`config.mk`:
```
export PLATFORM = sky130hd
export DESIGN_NAME = alarm_sequencer
export DESIGN_NICKNAME = d
export VERILOG_FILES = /design/src/rtl/alarm_pkg.sv /design/src/rtl/sec_timer.sv /design/src/rtl/alarm_sequencer.sv
export SDC_FILE = /design/constraint.sdc
export NUM_CORES = 1
export LEC_CHECK = 0
export CORE_ASPECT_RATIO = 0.9
export CORE_MARGIN = 2
export CORE_UTILIZATION = 41
export CTS_BUF_LIST = sky130_fd_sc_hd__clkbuf_4
export CTS_CLUSTER_SIZE = 10
export DETAILED_ROUTE_END_ITERATION = 10
export GPL_TIMING_DRIVEN = 1
export PLACE_DENSITY = 0.81
export SYNTH_ARGS = -nofsm -noshare
export SYNTH_HDL_FRONTEND = slang
export SYNTH_SLANG_ARGS = --single-unit
export TNS_END_PERCENT = 20
```
`constraint.sdc`:
```
create_clock -name clk -period 1.8 [get_ports clk]
set_input_delay 0.27 -clock clk [delete_from_list [all_inputs] [get_ports clk]]
set_output_delay 0.27 -clock clk [all_outputs]
set_load 0.05 [all_outputs]
```
`src/rtl/alarm_pkg.sv`:
```
// Shared types and constants for the alarm clock control path.
// BCD time packing is {h_tens, h_units, m_tens, m_units}, most significant digit first.
package alarm_pkg;

   typedef enum logic [1:0] {
      IDLE     = 2'd0,
      ARMED    = 2'd1,
      RINGING  = 2'd2,
      SNOOZING = 2'd3
   } alarm_state_e;

   typedef struct packed {
      logic [3:0] h_tens;
      logic [3:0] h_units;
      logic [3:0] m_tens;
      logic [3:0] m_units;
   } bcd_time_t;

   localparam int SECS_PER_MIN = 60;

endpackage

```
`src/rtl/sec_timer.sv`:
```
// Loadable seconds down-counter; load wins over tick, saturates at zero, no backpressure.
// expire is combinational: high in the cycle whose tick takes the count from 1 to 0.
module sec_timer #(
   parameter int W = 8
) (
   input  logic         clk,
   input  logic         rst,
   input  logic         load,
   input  logic [W-1:0] load_val,
   input  logic         tick,
   output logic         expire
);

   logic [W-1:0] cnt_q;
   logic [W-1:0] cnt_d;

   always_comb begin
      cnt_d = cnt_q;
      if (load) begin
         cnt_d = load_val;
      end else if (tick && (cnt_q != '0)) begin
         cnt_d = cnt_q - W'(1);
      end
   end

   // Kept independent of load so the FSM can use it without a combinational loop.
   assign expire = tick && (cnt_q == W'(1));

   always_ff @(posedge clk or posedge rst) begin
      if (rst) begin
         cnt_q <= '0;
      end else begin
         cnt_q <= cnt_d;
      end
   end

endmodule

```
`src/rtl/alarm_sequencer.sv`:
```
// Alarm ring/snooze/stop sequencer; outputs registered, 1-cycle latency from match or button pulse, no backpressure.
// Snooze support is built only when ALARM_SNOOZE_EN is defined.
module alarm_sequencer
   import alarm_pkg::*;
#(
   parameter int RING_SECS   = 60,
   parameter int SNOOZE_MINS = 5
) (
   input  logic        clk,
   input  logic        rst,
   input  logic        tick_1hz,
   input  logic [15:0] time_bcd,
   input  logic [15:0] alarm_bcd,
   input  logic        arm,
   input  logic        adjusting,
   input  logic        snooze,
   input  logic        stop,
   output logic        ringing,
   output logic        buzzer,
   output logic        armed_led,
   output logic        snoozed
);

`ifdef ALARM_SNOOZE_EN
   localparam int TW = $clog2(SNOOZE_MINS * SECS_PER_MIN + 1);
   localparam logic [TW-1:0] SNOOZE_LD = TW'(SNOOZE_MINS * SECS_PER_MIN);
`else
   localparam int TW = $clog2(RING_SECS + 1);
`endif
   localparam logic [TW-1:0] RING_LD = TW'(RING_SECS);

   bcd_time_t    time_s;
   bcd_time_t    alarm_s;
   alarm_state_e state_q, state_d;
   logic         match_q, match_d;
   logic         ringing_q, ringing_d;
   logic         buzzer_q, buzzer_d;
   logic         armed_led_q, armed_led_d;
   logic         trigger;
   logic         timer_load;
   logic [TW-1:0] timer_val;
   logic         timer_expire;

   assign time_s  = time_bcd;
   assign alarm_s = alarm_bcd;
   assign match_d = (time_s == alarm_s);
   // Edge on match, masked while adjusting, so each matching minute rings at most once.
   assign trigger = match_d && !match_q && !adjusting;

   always_comb begin
      state_d = state_q;
      if (!arm) begin
         state_d = IDLE;
      end else begin
         case (state_q)
            IDLE:    state_d = ARMED;
            ARMED:   if (trigger) state_d = RINGING;
            RINGING: begin
               if (stop) begin
                  state_d = ARMED;
`ifdef ALARM_SNOOZE_EN
               end else if (snooze) begin
                  state_d = SNOOZING;
`endif
               end else if (timer_expire) begin
                  state_d = ARMED;
               end
            end
`ifdef ALARM_SNOOZE_EN
            SNOOZING: begin
               if (stop) begin
                  state_d = ARMED;
               end else if (timer_expire) begin
                  state_d = RINGING;
               end
            end
`endif
            default: state_d = IDLE;
         endcase
      end

      timer_load = (state_d != state_q);
      timer_val  = '0;
      if (state_d == RINGING) timer_val = RING_LD;
`ifdef ALARM_SNOOZE_EN
      if (state_d == SNOOZING) timer_val = SNOOZE_LD;
`endif

      buzzer_d = 1'b0;
      if (state_d == RINGING) begin
         if (state_q != RINGING) begin
            buzzer_d = 1'b1;
         end else if (tick_1hz) begin
            buzzer_d = !buzzer_q;
         end else begin
            buzzer_d = buzzer_q;
         end
      end

      ringing_d   = (state_d == RINGING);
      armed_led_d = (state_d != IDLE);
   end

   sec_timer #(
      .W (TW)
   ) u_timer (
      .clk      (clk),
      .rst      (rst),
      .load     (timer_load),
      .load_val (timer_val),
      .tick     (tick_1hz),
      .expire   (timer_expire)
   );

   always_ff @(posedge clk or posedge rst) begin
      if (rst) begin
         state_q     <= IDLE;
         match_q     <= 1'b1;
         ringing_q   <= 1'b0;
         buzzer_q    <= 1'b0;
         armed_led_q <= 1'b0;
      end else begin
         state_q     <= state_d;
         match_q     <= match_d;
         ringing_q   <= ringing_d;
         buzzer_q    <= buzzer_d;
         armed_led_q <= armed_led_d;
      end
   end

`ifdef ALARM_SNOOZE_EN
   logic snoozed_q;

   always_ff @(posedge clk or posedge rst) begin
      if (rst) begin
         snoozed_q <= 1'b0;
      end else begin
         snoozed_q <= (state_d == SNOOZING);
      end
   end

   assign snoozed = snoozed_q;
`else
   logic snooze_unused;

   assign snooze_unused = snooze;
   assign snoozed       = 1'b0;
`endif

   assign ringing   = ringing_q;
   assign buzzer    = buzzer_q;
   assign armed_led = armed_led_q;

endmodule
```
Word-level counts from Yosys, hierarchy flattened
Cells that the tools add are included.
{"block": "word_totals", "output_inout_bits": 4, "in_bits": 39, "ff_bits": 12, "word_cells": 37}
{"block": "op_classes", "add_sub_neg": 1, "eq_ne": 8, "n_reduce_logical": 11, "n_mux": 11}
{"op": "$mux W6", "count": 3}
{"op": "$eq A16 B16 Y1", "count": 1}
{"op": "$mux W2", "count": 4}
{"op": "$eq A6 B1 Y1 const B", "count": 1}
{"op": "$pmux W2 S3", "count": 1}
{"op": "$reduce_bool A6 Y1", "count": 1}
{"op": "$sub A6 B1 Y6 const B", "count": 1}
{"op": "$eq A2 B2 Y1 const B", "count": 2}
{"op": "$logic_and A1 B1 Y1", "count": 4}
{"op": "$reduce_bool A2 Y1", "count": 2}
{"op": "$logic_not A1 Y1", "count": 3}
{"op": "$mux W1", "count": 3}
{"op": "$ne A3 B2 Y1 const B", "count": 1}
{"op": "$eq A2 B1 Y1 const B", "count": 1}
{"op": "$logic_not A2 Y1", "count": 1}
{"op": "$ne A2 B2 Y1", "count": 1}
{"op": "$ne A2 B2 Y1 const B", "count": 1}

Longest topological paths before layout
Gate-level depths: netlist (run 1).
{"block": "logic_depth", "ltp_word": 9, "ltp_mapped": 7}

Modules after synthesis
From an unflattened synthesis (run 1), not the netlist that was laid out.
{"block": "hier_totals", "hier_cells": 100, "area_unflattened_um2": 923.4}
{"mod": "alarm_sequencer", "instances": 1, "cells_per_inst": 51, "seq_area_each_um2": 151.4, "area_per_inst_um2": 493.0}
{"mod": "sec_timer", "instances": 1, "cells_per_inst": 49, "seq_area_each_um2": 150.1, "area_per_inst_um2": 430.4}

Worst setup path after synthesis (run 1)
Ideal clock, no wire load.
{"block": "synth_timing", "kind": "flip-flop to flip-flop", "startpoint": "reg u_timer.cnt_q[3]", "endpoint": "reg u_timer.cnt_q[4]", "t_required_ns": 1.704, "slack_ns": 0.112, "path_buffers": 0, "path_stages_with_launch": 6, "setup_time_ns": 0.096, "synth_period_minus_slack_ns": 1.688, "t_arrival_ns": 1.592, "cell_sequence": "dfrtp_1 nor4_1 a21boi_0 o21bai_2 and3_1 o32ai_2"}
{"block": "synth_via", "elab_chain_len": 9, "elab_cells_between_ends": 15, "cone_classes": "1 x add/sub; 3 x eq/ne; 7 x mux; 4 x reduce/logical"}
{"item": "start: declaration", "line_no": "sec_timer.sv:14", "rtl": "logic [W-1:0] cnt_q;"}
{"item": "start signal: assignment", "line_no": "sec_timer.sv:33", "rtl": "cnt_q <= cnt_d;"}
{"item": "$eq A6 B1 Y1", "line_no": "sec_timer.sv:27", "rtl": "assign expire = tick && (cnt_q == W'(1));"}
{"item": "$logic_and A1 B1 Y1", "line_no": "sec_timer.sv:27"}
{"item": "$mux W2", "line_no": "alarm_sequencer.sv:65", "rtl": "end else if (timer_expire) begin"}
{"item": "$mux W2", "line_no": "alarm_sequencer.sv:59", "rtl": "if (stop) begin"}
{"item": "$pmux W2 S3", "line_no": "alarm_sequencer.sv:55", "rtl": "case (state_q)"}
{"item": "$mux W2", "line_no": "alarm_sequencer.sv:52", "rtl": "if (!arm) begin"}
{"item": "$eq A2 B2 Y1", "line_no": "alarm_sequencer.sv:84", "rtl": "if (state_d == RINGING) timer_val = RING_LD;"}
{"item": "$mux W6", "line_no": "alarm_sequencer.sv:84"}
{"item": "$mux W6", "line_no": "sec_timer.sv:19", "rtl": "if (load) begin"}
Parallel ways exist; a longest one is shown, timed or not. The select of a mux whose other input is x is not followed.
A chain may end at the register's enable or synchronous reset.

Final worst setup path (run 1)
{"block": "layout_timing", "startpoint": "reg u_timer.cnt_q[1]", "endpoint": "reg u_timer.cnt_q[4]"}
Same word-level chain as after synthesis.

==> results of run 1 <==
==> final cells by class <==
type                            count  area (um^2)  share of cell area (%)
Sequential cell                    12          302                    19.4
Inverter                            6         22.5                    1.45
Clock inverter                      1         3.75                   0.242
Multi-Input combinational cell     71          603                    38.8
Timing Repair Buffer               58          568                    36.6
Clock buffer                        3         22.5                    1.45
Tap cell                           25         31.3                    2.01
==> metrics by stage <==
step | area (um^2) | hold WS (ps)
floorplan | 873 | 134
global placement | 1390 | 501
detailed placement | 1390 | 501
CTS | 1440 | 322
global route | 1550 | 359
finish | 1550 | 314
==> metal layers <==
| metal | up-vias | GRT usage (%) | wire length [um] |
|---|---|---|---|
| met5 | - | 0 | 0 |
| met4 | 0 | 6.15 | 34 |
| met3 | 4 | 5.63 | 129 |
| met2 | 35 | 35.5 | 1340 |
| met1 | 410 | 21.4 | 958 |
| li1 | 441 | - | - |
==> flip-flops by register name, summed over array words and instances (netlist names) <==
name / count
armed_led: 1
state_q: 2
buzzer: 1
u_timer.cnt_q: 6
ringing: 1
match_q: 1
==> how the worst max path moves through the flow <==
stage	slack [ps]	from	to
3_5_place_dp	-420	alarm_bcd[5]	u_timer.cnt_q[4]
5_1_grt	-60	u_timer.cnt_q[1]	u_timer.cnt_q[2]
2_1_floorplan	110	u_timer.cnt_q[3]	u_timer.cnt_q[4]
6_report	2	u_timer.cnt_q[1]	u_timer.cnt_q[4]
4_1_cts	2	time_bcd[2]	u_timer.cnt_q[4]
3_3_place_gp	-350	alarm_bcd[5]	u_timer.cnt_q[4]
==> synthesized netlist by cell type <==
| library cell | n | area (um^2) |
|---|---|---|
| nor3b_1 | 1 | 7.51 |
| nor2_1 | 9 | 33.8 |
| ha_1 | 3 | 37.5 |
| nand3b_4 | 1 | 20.0 |
| o211a_1 | 2 | 20.0 |
| o21bai_2 | 1 | 11.3 |
| or4_1 | 1 | 7.51 |
| a211oi_2 | 1 | 12.5 |
| nand2_1 | 1 | 3.75 |
| and3_1 | 2 | 12.5 |
| o32ai_2 | 1 | 16.3 |
| a21boi_0 | 3 | 22.5 |
| conb_1 | 1 | 3.75 |
| nand4_1 | 3 | 18.8 |
| nor4_1 | 5 | 31.3 |
| nor3b_2 | 1 | 12.5 |
| a21oi_1 | 4 | 20.0 |
| nor3_1 | 2 | 10.0 |
| o31ai_1 | 1 | 7.51 |
| a41oi_1 | 1 | 8.76 |
| a311o_1 | 1 | 10.0 |
| dfstp_2 | 1 | 26.3 |
| a211oi_1 | 1 | 7.51 |
| xor2_1 | 16 | 140 |
| dfrtp_1 | 11 | 275 |
| inv_1 | 6 | 22.5 |
| nor2b_1 | 2 | 12.5 |
| o21a_1 | 4 | 30.0 |
| xnor2_1 | 2 | 17.5 |
| nand2b_1 | 1 | 6.26 |
| buf_4 | 1 | 7.51 |
==> repair_timing <==
action | 4_1_cts | 5_1_grt
setup endpoints to repair | 9 | 8
pin swaps | 12 | 21
hold endpoints to repair | 0 | 0
gates resized for setup | 17 | 27
setup buffers | 1 | 5
==> power breakdown <==
group | switching [W] | internal [W] | total (W)
Combinational | 0.000409 | 0.000473 | 0.000882
Sequential | 0.0000435 | 0.000329 | 0.000372
Clock | 0.0000872 | 0.0000800 | 0.000167
==> placed cells by master, fill, tap and decap left out, types with 2 or more instances in the layout <==
master and instances:
a21boi_0 2, a21oi_2 3, buf_4 18, clkbuf_4 3
clkdlybuf4s50_1 10, dfrtp_1 11, dlygate4sd2_1 11, dlymetal6s2s_1 18
ha_1 2, inv_1 5, nand4_1 3, nor2_1 8
nor2b_1 2, nor3_1 2, nor4_1 3, nor4_2 2
o211a_1 2, o21a_1 4, xnor2_1 2, xor2_1 16
==> cells by family (layout without fill, tap and decap cells) <==
| family | count (synthesis) | in the layout | share of synthesized area, % |
|---|---|---|---|
| compound gates | 20 | 20 | 19.1 |
| fa+ha+maj | 3 | 3 | 4.30 |
| simple gates | 29 | 29 | 20.2 |
| buf+inv | 7 | 68 | 3.44 |
| flops | 12 | 12 | 34.5 |
| xor+xnor | 18 | 18 | 18.1 |
| other cells | 1 | 1 | 0.429 |
==> summary.txt, run 1 <==
STA
  – RSZ-0062 raised after global routing: yes
  – Endpoints failing setup: 0
  – Period utilization: around 100%
  – Crit path time final: approximately 1800 ps
  – F_max: 0.556 GHz
  – Clock skew: 4.40 ps
  – Final hold violations: 0
  – Final slew viol count: 0
  – Setup TNS: 0 ps
  – Final worst slack: 1.69 ps

Placed design
  – Final Wtd Congestion: 0.828
  – Detailed placement HPWL: between 1500 and 2000 um
  – I/O Buffers: 40
  – DP Worst Slack: -415 ps
  – DP Cell Count: around 170

Setup path
  – WP data required: slightly below 2000 ps
  – CP max FO: 4
  – Startpoint class of the critical path: flip-flop
  – CP peak stage delay: ~370 ps
  – Kind of critical path: flip-flop to flip-flop
  – Buf+Inv Stages, Crit Path: 1
  – Slowest cell on crit path: dfrtp_1
  – Worst reg2reg setup slack: 2 ps
  – Crit Reg-Reg Endpoint: u_timer.cnt_q[4]
  – RR Startpoint: u_timer.cnt_q[1]
  – Crit path cell chain: inv_2, ha_2, a311o_1, a211oi_2, nor2_4, o32ai_2
  – Worst path depth: 6
  – Crit path arrival time: between 1500 and 2000 ps
  – CP delay by family, top: compound AO/OA/AOI/OAI gates
  – Worst R2R Path Depth: 6
  – Kind of end point of the critical path: flip-flop

Final layout
  – ANT cells: 0
  – NumNets Final: approximately 190
  – # fillers: between 100 and 150
  – Share of post-route cells with drive strength above 1: between 20% and 30%
  – Synthesis-to-layout area growth: 77.8%
  – Final Core Density: between 70% and 80%
  – Non-Filler Instances: roughly 180

CTS
  – TritonCTS buffer count: 3
  – H-tree depth: 1
  – Clk buf depth: 2
  – CTS sink cnt: 12
  – Root Driver: clkbuf_4
  – CTS tree: done
  – Clock-pin slew on the worst setup and hold paths: ~80 ps
  – Worst skew pair latency: roughly 270 ps
  – Cts hold-fix bufs: 0

Detailed routing
  – Drt total wl: 2470 um
  – DRT iter0 DRCs: 10
  – Vias per cell: roughly 5.1
  – Final ANT Viol Nets: 0
  – WL/cell: approximately 14 um
  – Drt drc: 0
  – Via Count: 890
  – First-pass detailed-route iteration total: 4

Pwr
  – Pwr Total: 0.00142 W
  – Pwr/cell area: approximately 920 mW/mm^2
  – Leak pwr: 0.869 nW
  – Peak VDD IR: 620 uV

Outcome
  – Outcome: completed

Synthesis
  – Syn Inst Count: 90
  – #FFs+latches synth: 12
  – Netlist Area Pre-Place: 873 um^2
  – Seq/Total Area, Yosys: between 30% and 40%
  – Synth unique cells: 31
  – Mapped Avg Cell Area: 9.70 um^2
  – YS warnings: 0
  – Synthesized Nets: 132

Global routing
  – Initial antenna violation count: 0
  – GRT Util Overall: 19.1%
  – Vias in the first global route: 851
  – First-pass GRT wire length: ~3400 um
  – Largest net degree at the start of global routing: 13
  – Grt ovf: 0

Floorplanning
  – Starting Density: between 40% and 50%
  – Num rows: 15
  – Core box area: ~0.0020 mm^2
  – Die width: 52.7 um
  – IO Pins: between 40 and 50
  – Die area: 0.00252 mm^2
  – Die height: approximately 48 um

Min path
  – HP Class: input port to async pin

Flow run
  – Max_cap viols: 0
Power figures use the tool's default switching activity.
==> run 2, diff against run 1 <==
--- a/config.mk
+++ b/config.mk
@@ -8,10 +8,10 @@
 export CORE_ASPECT_RATIO = 0.9
 export CORE_MARGIN = 2
-export CORE_UTILIZATION = 41
+export CORE_UTILIZATION = 34
 export CTS_BUF_LIST = sky130_fd_sc_hd__clkbuf_4
 export CTS_CLUSTER_SIZE = 10
 export DETAILED_ROUTE_END_ITERATION = 10
 export GPL_TIMING_DRIVEN = 1
-export PLACE_DENSITY = 0.81
+export PLACE_DENSITY = 0.72
 export SYNTH_ARGS = -nofsm -noshare
 export SYNTH_HDL_FRONTEND = slang
==> constraint.sdc (replaced) <==
create_clock -name clk -period 1.4 [get_ports clk]
set_input_delay 0.21 -clock clk [delete_from_list [all_inputs] [get_ports clk]]
set_output_delay 0.21 -clock clk [all_outputs]
set_load 0.005 [all_outputs]
==> run 2 against run 1 <==
Effect of this change:
- the run now ends with negative setup slack left
- highest routed layer unchanged
- combinational power up 49%
- core utilization down 11 points
- register-to-register slack worse by 290 ps
- via count up 7.0%
- flip-flop and latch count unchanged
- final cell count up 6.8%
- routed wire length up 11%
==> summary.txt, run 2 (same netlist as run 1, synthesis figures left out) <==
STA
  – Endpoints failing setup: 10 (was 0)
  – F_max: 0.591 GHz (was 0.556 GHz)
  – Final hold violations: 0 (unchanged)
  – Clock skew: 11.3 ps (was 4.40 ps)
  – Final slew viol count: 0 (unchanged)
  – Period utilization: 121% (was 99.9%)
  – WHS: 241 ps (was 314 ps)
  – Crit path time final: 1690 ps (was 1800 ps)
  – Final worst slack: -292 ps (was 1.69 ps)
  – RSZ-0062 raised after global routing: yes (unchanged)

Setup path
  – Kind of critical path: flip-flop to flip-flop (unchanged)
  – Kind of end point of the critical path: flip-flop (unchanged)
  – CP delay by family, top: compound AO/OA/AOI/OAI gates (unchanged)
  – Crit path arrival time: 1840 ps (was 1970 ps)
  – Buf+Inv Stages, Crit Path: 1 (unchanged)
  – WP data required: 1550 ps (was 1970 ps)
  – Startpoint class of the critical path: flip-flop (unchanged)
  – Crit path cell chain: nor4_4, a311o_1, a211oi_4, buf_4, a21oi_4, o32ai_2 (was inv_2, ha_2, a311o_1, a211oi_2, nor2_4, o32ai_2)
  – CP peak stage delay: 420 ps (was 370 ps)
  – Slowest cell on crit path: dfrtp_1 (unchanged)
  – CP max FO: 3 (was 4)

Final layout
  – Max reg flops: 6 (unchanged)
  – Multi-input gate area: 683 um^2 (was 603 um^2)
  – # fillers: 196 (was 130)
  – ANT cells: 0 (unchanged)
  – Most common cell after layout, fill and taps aside: buf_4
  – Share of post-route cells with drive strength above 1: 38.1% (was 25.8%)
  – Most frequent cells in the layout: 26 x buf_4, 16 x xor2_1, 15 x clkdlybuf4s15_1, 12 x dlygate4sd2_1, 11 x dfrtp_1 (was 18 x dlymetal6s2s_1, 18 x buf_4, 16 x xor2_1, 11 x dfrtp_1, 11 x dlygate4sd2_1)
  – Reg area: 302 um^2 (unchanged)
  – Largest Register: u_timer.cnt_q (unchanged)
  – Synthesis-to-layout area growth: 88.7% (was 77.8%)
  – NumNets Final: 203 (was 194)
  – Final Instance Area: 0.00165 mm^2 (was 0.00155 mm^2)
  – Top flop regs: u_timer.cnt_q (6), state_q (2) (unchanged)

Flow run
  – Max_cap viols: 0 (unchanged)

Placed design
  – Total placed instance area: 0.00148 mm^2 (was 0.00139 mm^2)
  – Detailed placement HPWL: 2080 um (was 1830 um)
  – DP Worst Slack: -745 ps (was -415 ps)
  – Final Wtd Congestion: 0.715 (was 0.828)
  – I/O Buffers: 40 (unchanged)

Detailed routing
  – Final ANT Viol Nets: 0 (unchanged)
  – Vias per cell: 5.06 (about the same)
  – WL/cell: 14.6 um (was 14.0 um)
  – Drt drc: 0 (unchanged)
  – Via Count: 952 (was 890)
  – Drt total wl: 2740 um (was 2470 um)
  – DRT iter0 DRCs: 13 (was 10)
  – First-pass detailed-route iteration total: 4 (unchanged)

CTS
  – TritonCTS buffer count: 3 (unchanged)
  – Root Driver: clkbuf_4 (unchanged)
  – Worst skew pair latency: 280 ps (was 270 ps)
  – H-tree depth: 1 (unchanged)
  – Clock-pin slew on the worst setup and hold paths: 90 ps (was 80 ps)
  – Cts hold-fix bufs: 0 (unchanged)
  – CTS tree: done (unchanged)
  – Clk buf depth: 2 (unchanged)
  – CTS sink cnt: 12 (unchanged)

Global routing
  – Largest net degree at the start of global routing: 13 (unchanged)
  – Initial antenna violation count: 0 (unchanged)
  – GRT Util Overall: 20.0% (was 19.1%)
  – Vias in the first global route: 1021 (was 851)
  – Grt ovf: 0 (unchanged)
  – First-pass GRT wire length: 4520 um (was 3440 um)

Pwr
  – Pwr/cell area: 1240 mW/mm^2 (was 916 mW/mm^2)
  – Leak pwr: 0.806 nW (was 0.869 nW)
  – Peak VDD IR: 1010 uV (was 620 uV)
  – Pwr Total: 0.00204 W (was 0.00142 W)

Floorplanning
  – IO Pins: 43 (unchanged)
  – Core box area: 0.00245 mm^2 (was 0.00197 mm^2)
  – Die area: 0.00299 mm^2 (was 0.00252 mm^2)
  – Die width: 57.4 um (was 52.7 um)
  – Starting Density: 35.7% (was 44.3%)
  – Die height: 52.1 um (was 47.8 um)
  – Num rows: 17 (was 15)

Min path
  – HP Class: input port to async pin (unchanged)

Outcome
  – Outcome: complete, but fails checks (was completed)
  – Failing checks: negative setup slack
## run 2: changes by cell type in the layout (fill, tap and decap cells not counted), sizes merged
| cell | previous run | this run |
|---|---|---|
| clkdlybuf4s50 | 10 | 7 |
| dlygate4sd2 | 11 | 12 |
| clkbuf | 3 | 7 |
| dlymetal6s2s | 18 | 2 |
| buf | 19 | 27 |
| clkdlybuf4s15 | 0 | 15 |
## run 2: through the flow
step	util (%)	cells	setup TNS, ps
finish	67.4	188	-2250
detailed placement	60.5	178	-6790
floorplan	-	90	-994
CTS	64.2	186	-2030
global route	67.4	188	-2970
global placement	60.5	178	-6750
## run 2: final timing paths
kind,slack [ps],end,cells after the start,from
setup / recovery,-290,u_timer.cnt_q[4],6,u_timer.cnt_q[2]
setup reg to reg,-290,u_timer.cnt_q[4],6,u_timer.cnt_q[2]
min in group clk,500,match_q,6,time_bcd[5]
hold reg to reg,630,armed_led,2,state_q[1]
hold / removal,240,u_timer.cnt_q[1],2,rst
max in group asynchronous,810,match_q,2,rst
## run 2: where the power goes
group	internal [W]	switching (W)	leakage [nW]
Sequential	0.000423	0.0000768	0.156
Clock	0.000103	0.000127	0.0154
Combinational	0.000745	0.000570	0.635
Total	0.00127	0.000774	0.806
## run 2: cell type report
cell class | instances | share of cell area, %
Inverter | 6 | 1.52
Multi-Input combinational cell | 71 | 41.5
Sequential cell | 12 | 18.3
Clock inverter | 1 | 0.228
Timing Repair Buffer | 67 | 35.0
Clock buffer | 3 | 1.37
Tap cell | 28 | 2.13
## run 2: layer usage
metal | vias up | GRT usage (%) | wire, um
met5 | - | 0 | 0
met4 | 0 | 3.49 | 31
met3 | 4 | 5.47 | 153
met2 | 34 | 38.6 | 1480
met1 | 455 | 21.9 | 1080
li1 | 459 | - | -
## run 2: what timing repair did
item / CTS / global route
buffers inserted: 5 / 2
resized for setup: 48 / 36
gates cloned: 0 / 0
pin swaps: 24 / 22
endpoints found under the setup margin: 11 / 10
==> run 3, diff against run 2 <==
- CORE_UTILIZATION: 34 -> 37
- PLACE_DENSITY: 0.72 -> 0.77
==> run 3 against run 2 <==
Effect of this change:
- global-route usage down 0.41 points
- critical path depth increased by 1
- design area is 1.1% lower
- clock power rose by 3%
- the flow still finishes with violations (negative setup slack)
- worst setup slack got worse by 45 ps
- via count down 2.4%
- non-clock buffer count fell by 2
- critical endpoint is now u_timer.cnt_q[2]
- register-to-register slack worse by 40 ps
- core utilization is 6.6 points higher
- maximum frequency shrank 2.6%
- flip-flop and latch count is the same
==> summary.txt, run 3 (same netlist as run 1, synthesis figures left out) <==
Setup path
  – CP max FO: 4 (was 3)
  – Kind of end point of the critical path: flip-flop (unchanged)
  – WP data required: 1640 ps (was 1550 ps)
  – Kind of critical path: flip-flop to flip-flop (unchanged)
  – Crit path arrival time: 1980 ps (was 1840 ps)
  – Startpoint class of the critical path: flip-flop (unchanged)

Pwr
  – Peak VDD IR: 1110 uV (was 1010 uV)
  – Pwr Total: 0.00205 W (was 0.00204 W)
  – Leak pwr: 0.795 nW (was 0.806 nW)
  – Pwr/cell area: 1260 mW/mm^2 (was 1240 mW/mm^2)

Detailed routing
  – Vias per cell: 5.02 (was 5.06)
  – First-pass detailed-route iteration total: 4 (unchanged)
  – WL/cell: 13.3 um (was 14.6 um)
  – Drt drc: 0 (unchanged)
  – Via Count: 929 (was 952)
  – Drt total wl: 2460 um (was 2740 um)
  – Final ANT Viol Nets: 0 (unchanged)
  – DRT iter0 DRCs: 16 (was 13)

Flow run
  – Max_cap viols: 0 (unchanged)

STA
  – Final hold violations: 0 (unchanged)
  – Endpoints failing setup: 10 (unchanged)
  – Crit path time final: 1740 ps (was 1690 ps)
  – Clock skew: 11.9 ps (was 11.3 ps)
  – RSZ-0062 raised after global routing: yes (unchanged)
  – Period utilization: 124% (was 121%)
  – Final worst slack: -336 ps (was -292 ps)
  – F_max: 0.576 GHz (was 0.591 GHz)
  – Final slew viol count: 0 (unchanged)

Global routing
  – Grt ovf: 0 (unchanged)
  – Initial antenna violation count: 0 (unchanged)
  – Largest net degree at the start of global routing: 13 (unchanged)
  – First-pass GRT wire length: 4180 um (was 4520 um)
  – Vias in the first global route: 1011 (was 1021)
  – GRT Util Overall: 19.6% (was 20.0%)

Floorplanning
  – Die width: 55.2 um (was 57.4 um)
  – Num rows: 16 (was 17)
  – Die area: 0.00277 mm^2 (was 0.00299 mm^2)
  – Die height: 50.1 um (was 52.1 um)
  – IO Pins: 43 (unchanged)
  – Core box area: 0.00220 mm^2 (was 0.00245 mm^2)
  – Starting Density: 39.7% (was 35.7%)

Final layout
  – Most common cell after layout, fill and taps aside: buf_4 (unchanged)
  – Top flop regs: u_timer.cnt_q (6), state_q (2) (unchanged)
  – Non-Filler Instances: 185 (was 188)
  – Final Instance Area: 0.00163 mm^2 (was 0.00165 mm^2)
  – Largest Register: u_timer.cnt_q (unchanged)
  – Synthesis-to-layout area growth: 86.5% (was 88.7%)
  – Final Core Density: 74.0% (was 67.4%)
  – NumNets Final: 201 (was 203)
  – ANT cells: 0 (unchanged)
  – Share of post-route cells with drive strength above 1: 32.9% (was 38.1%)
  – Max reg flops: 6 (unchanged)
  – Most frequent cells in the layout: 24 x buf_4, 19 x clkdlybuf4s15_1, 16 x xor2_1, 13 x dlygate4sd2_1, 11 x dfrtp_1 (was 26 x buf_4, 16 x xor2_1, 15 x clkdlybuf4s15_1, 12 x dlygate4sd2_1, 11 x dfrtp_1)

CTS
  – H-tree depth: 1 (unchanged)
  – Clk buf depth: 2 (unchanged)
  – CTS tree: done (unchanged)
  – Root Driver: clkbuf_4 (unchanged)
  – Clock-pin slew on the worst setup and hold paths: 90 ps (about the same)
  – Cts hold-fix bufs: 0 (unchanged)
  – Worst skew pair latency: 290 ps (was 280 ps)
  – TritonCTS buffer count: 3 (unchanged)
  – CTS sink cnt: 12 (unchanged)

Placed design
  – Detailed placement HPWL: 1790 um (was 2080 um)
  – Final Wtd Congestion: 0.746 (was 0.715)
  – I/O Buffers: 40 (unchanged)
  – DP Cell Count: 175 (was 178)
  – Total placed instance area: 0.00146 mm^2 (was 0.00148 mm^2)

Outcome
  – Failing checks: negative setup slack (unchanged)
  – Outcome: complete, but fails checks (unchanged)

Min path
  – HP Class: input port to async pin (unchanged)
==> run 3: cell types whose count changed in the layout (fill, tap and decap cells not counted), sizes merged <==
cell	delta
clkbuf	-4
dlymetal6s2s	-1
buf	-2
dlygate4sd2	+1
clkdlybuf4s15	+4
==> run 3: what timing repair did <==
action,CTS,global route
endpoints found under the setup margin,10,11
endpoints found under the hold margin,0,0
pin swaps,29,10
gates resized for setup,66,9
setup buffers,6,3
==> run 3: report_power, final <==
part           internal [W]  switching [W]
Sequential         0.000423      0.0000703
Clock              0.000104       0.000135
Combinational      0.000761       0.000562
==> run 3: worst paths after layout <==
path,start,end,slack (ps),cells past startpoint
setup reg to reg,u_timer.cnt_q[1],u_timer.cnt_q[2],-340,7
hold / removal,rst,state_q[0],220,2
min in group clk,alarm_bcd[13],match_q,520,5
max in group asynchronous,rst,match_q,830,2
setup / recovery,u_timer.cnt_q[1],u_timer.cnt_q[2],-340,7
hold reg to reg,state_q[1],armed_led,620,2
==> run 3: stage by stage <==
stage | setup TNS (ps) | setup slack, ps | hold WS [ps]
after floorplan | -994 | -164 | 74.0
after global placement | -7030 | -748 | 552
after detailed placement | -7430 | -788 | 558
after CTS | -2030 | -311 | 235
after global routing | -3030 | -405 | 273
final | -2260 | -336 | 221
==> run 3: final cells by class <==
cell class	instances	area, um^2
Multi-Input combinational cell	71	664
Timing Repair Buffer	65	578
Fill cell	172	573
Sequential cell	12	302
Tap cell	27	33.8
Inverter	6	25.0
Clock buffer	3	22.5
Clock inverter	1	3.75
==> run 3: critical path: stages, from the launching register on <==
cell and delay, ps:
dfrtp_1 370, inv_2 50, ha_2 170, a311o_1 370, a211oi_4 330, nor2_4 100, a41oi_2 160, o21a_1 130
==> run 3: per-layer routing <==
metal  routed length [um]  up-vias  global-route usage, %
met5                    0        -                      0
met4                   57        0                   9.35
met3                  195        7                   6.04
met2                 1260       42                   35.5
met1                  950      426                   20.6
li1                     -      454                      -
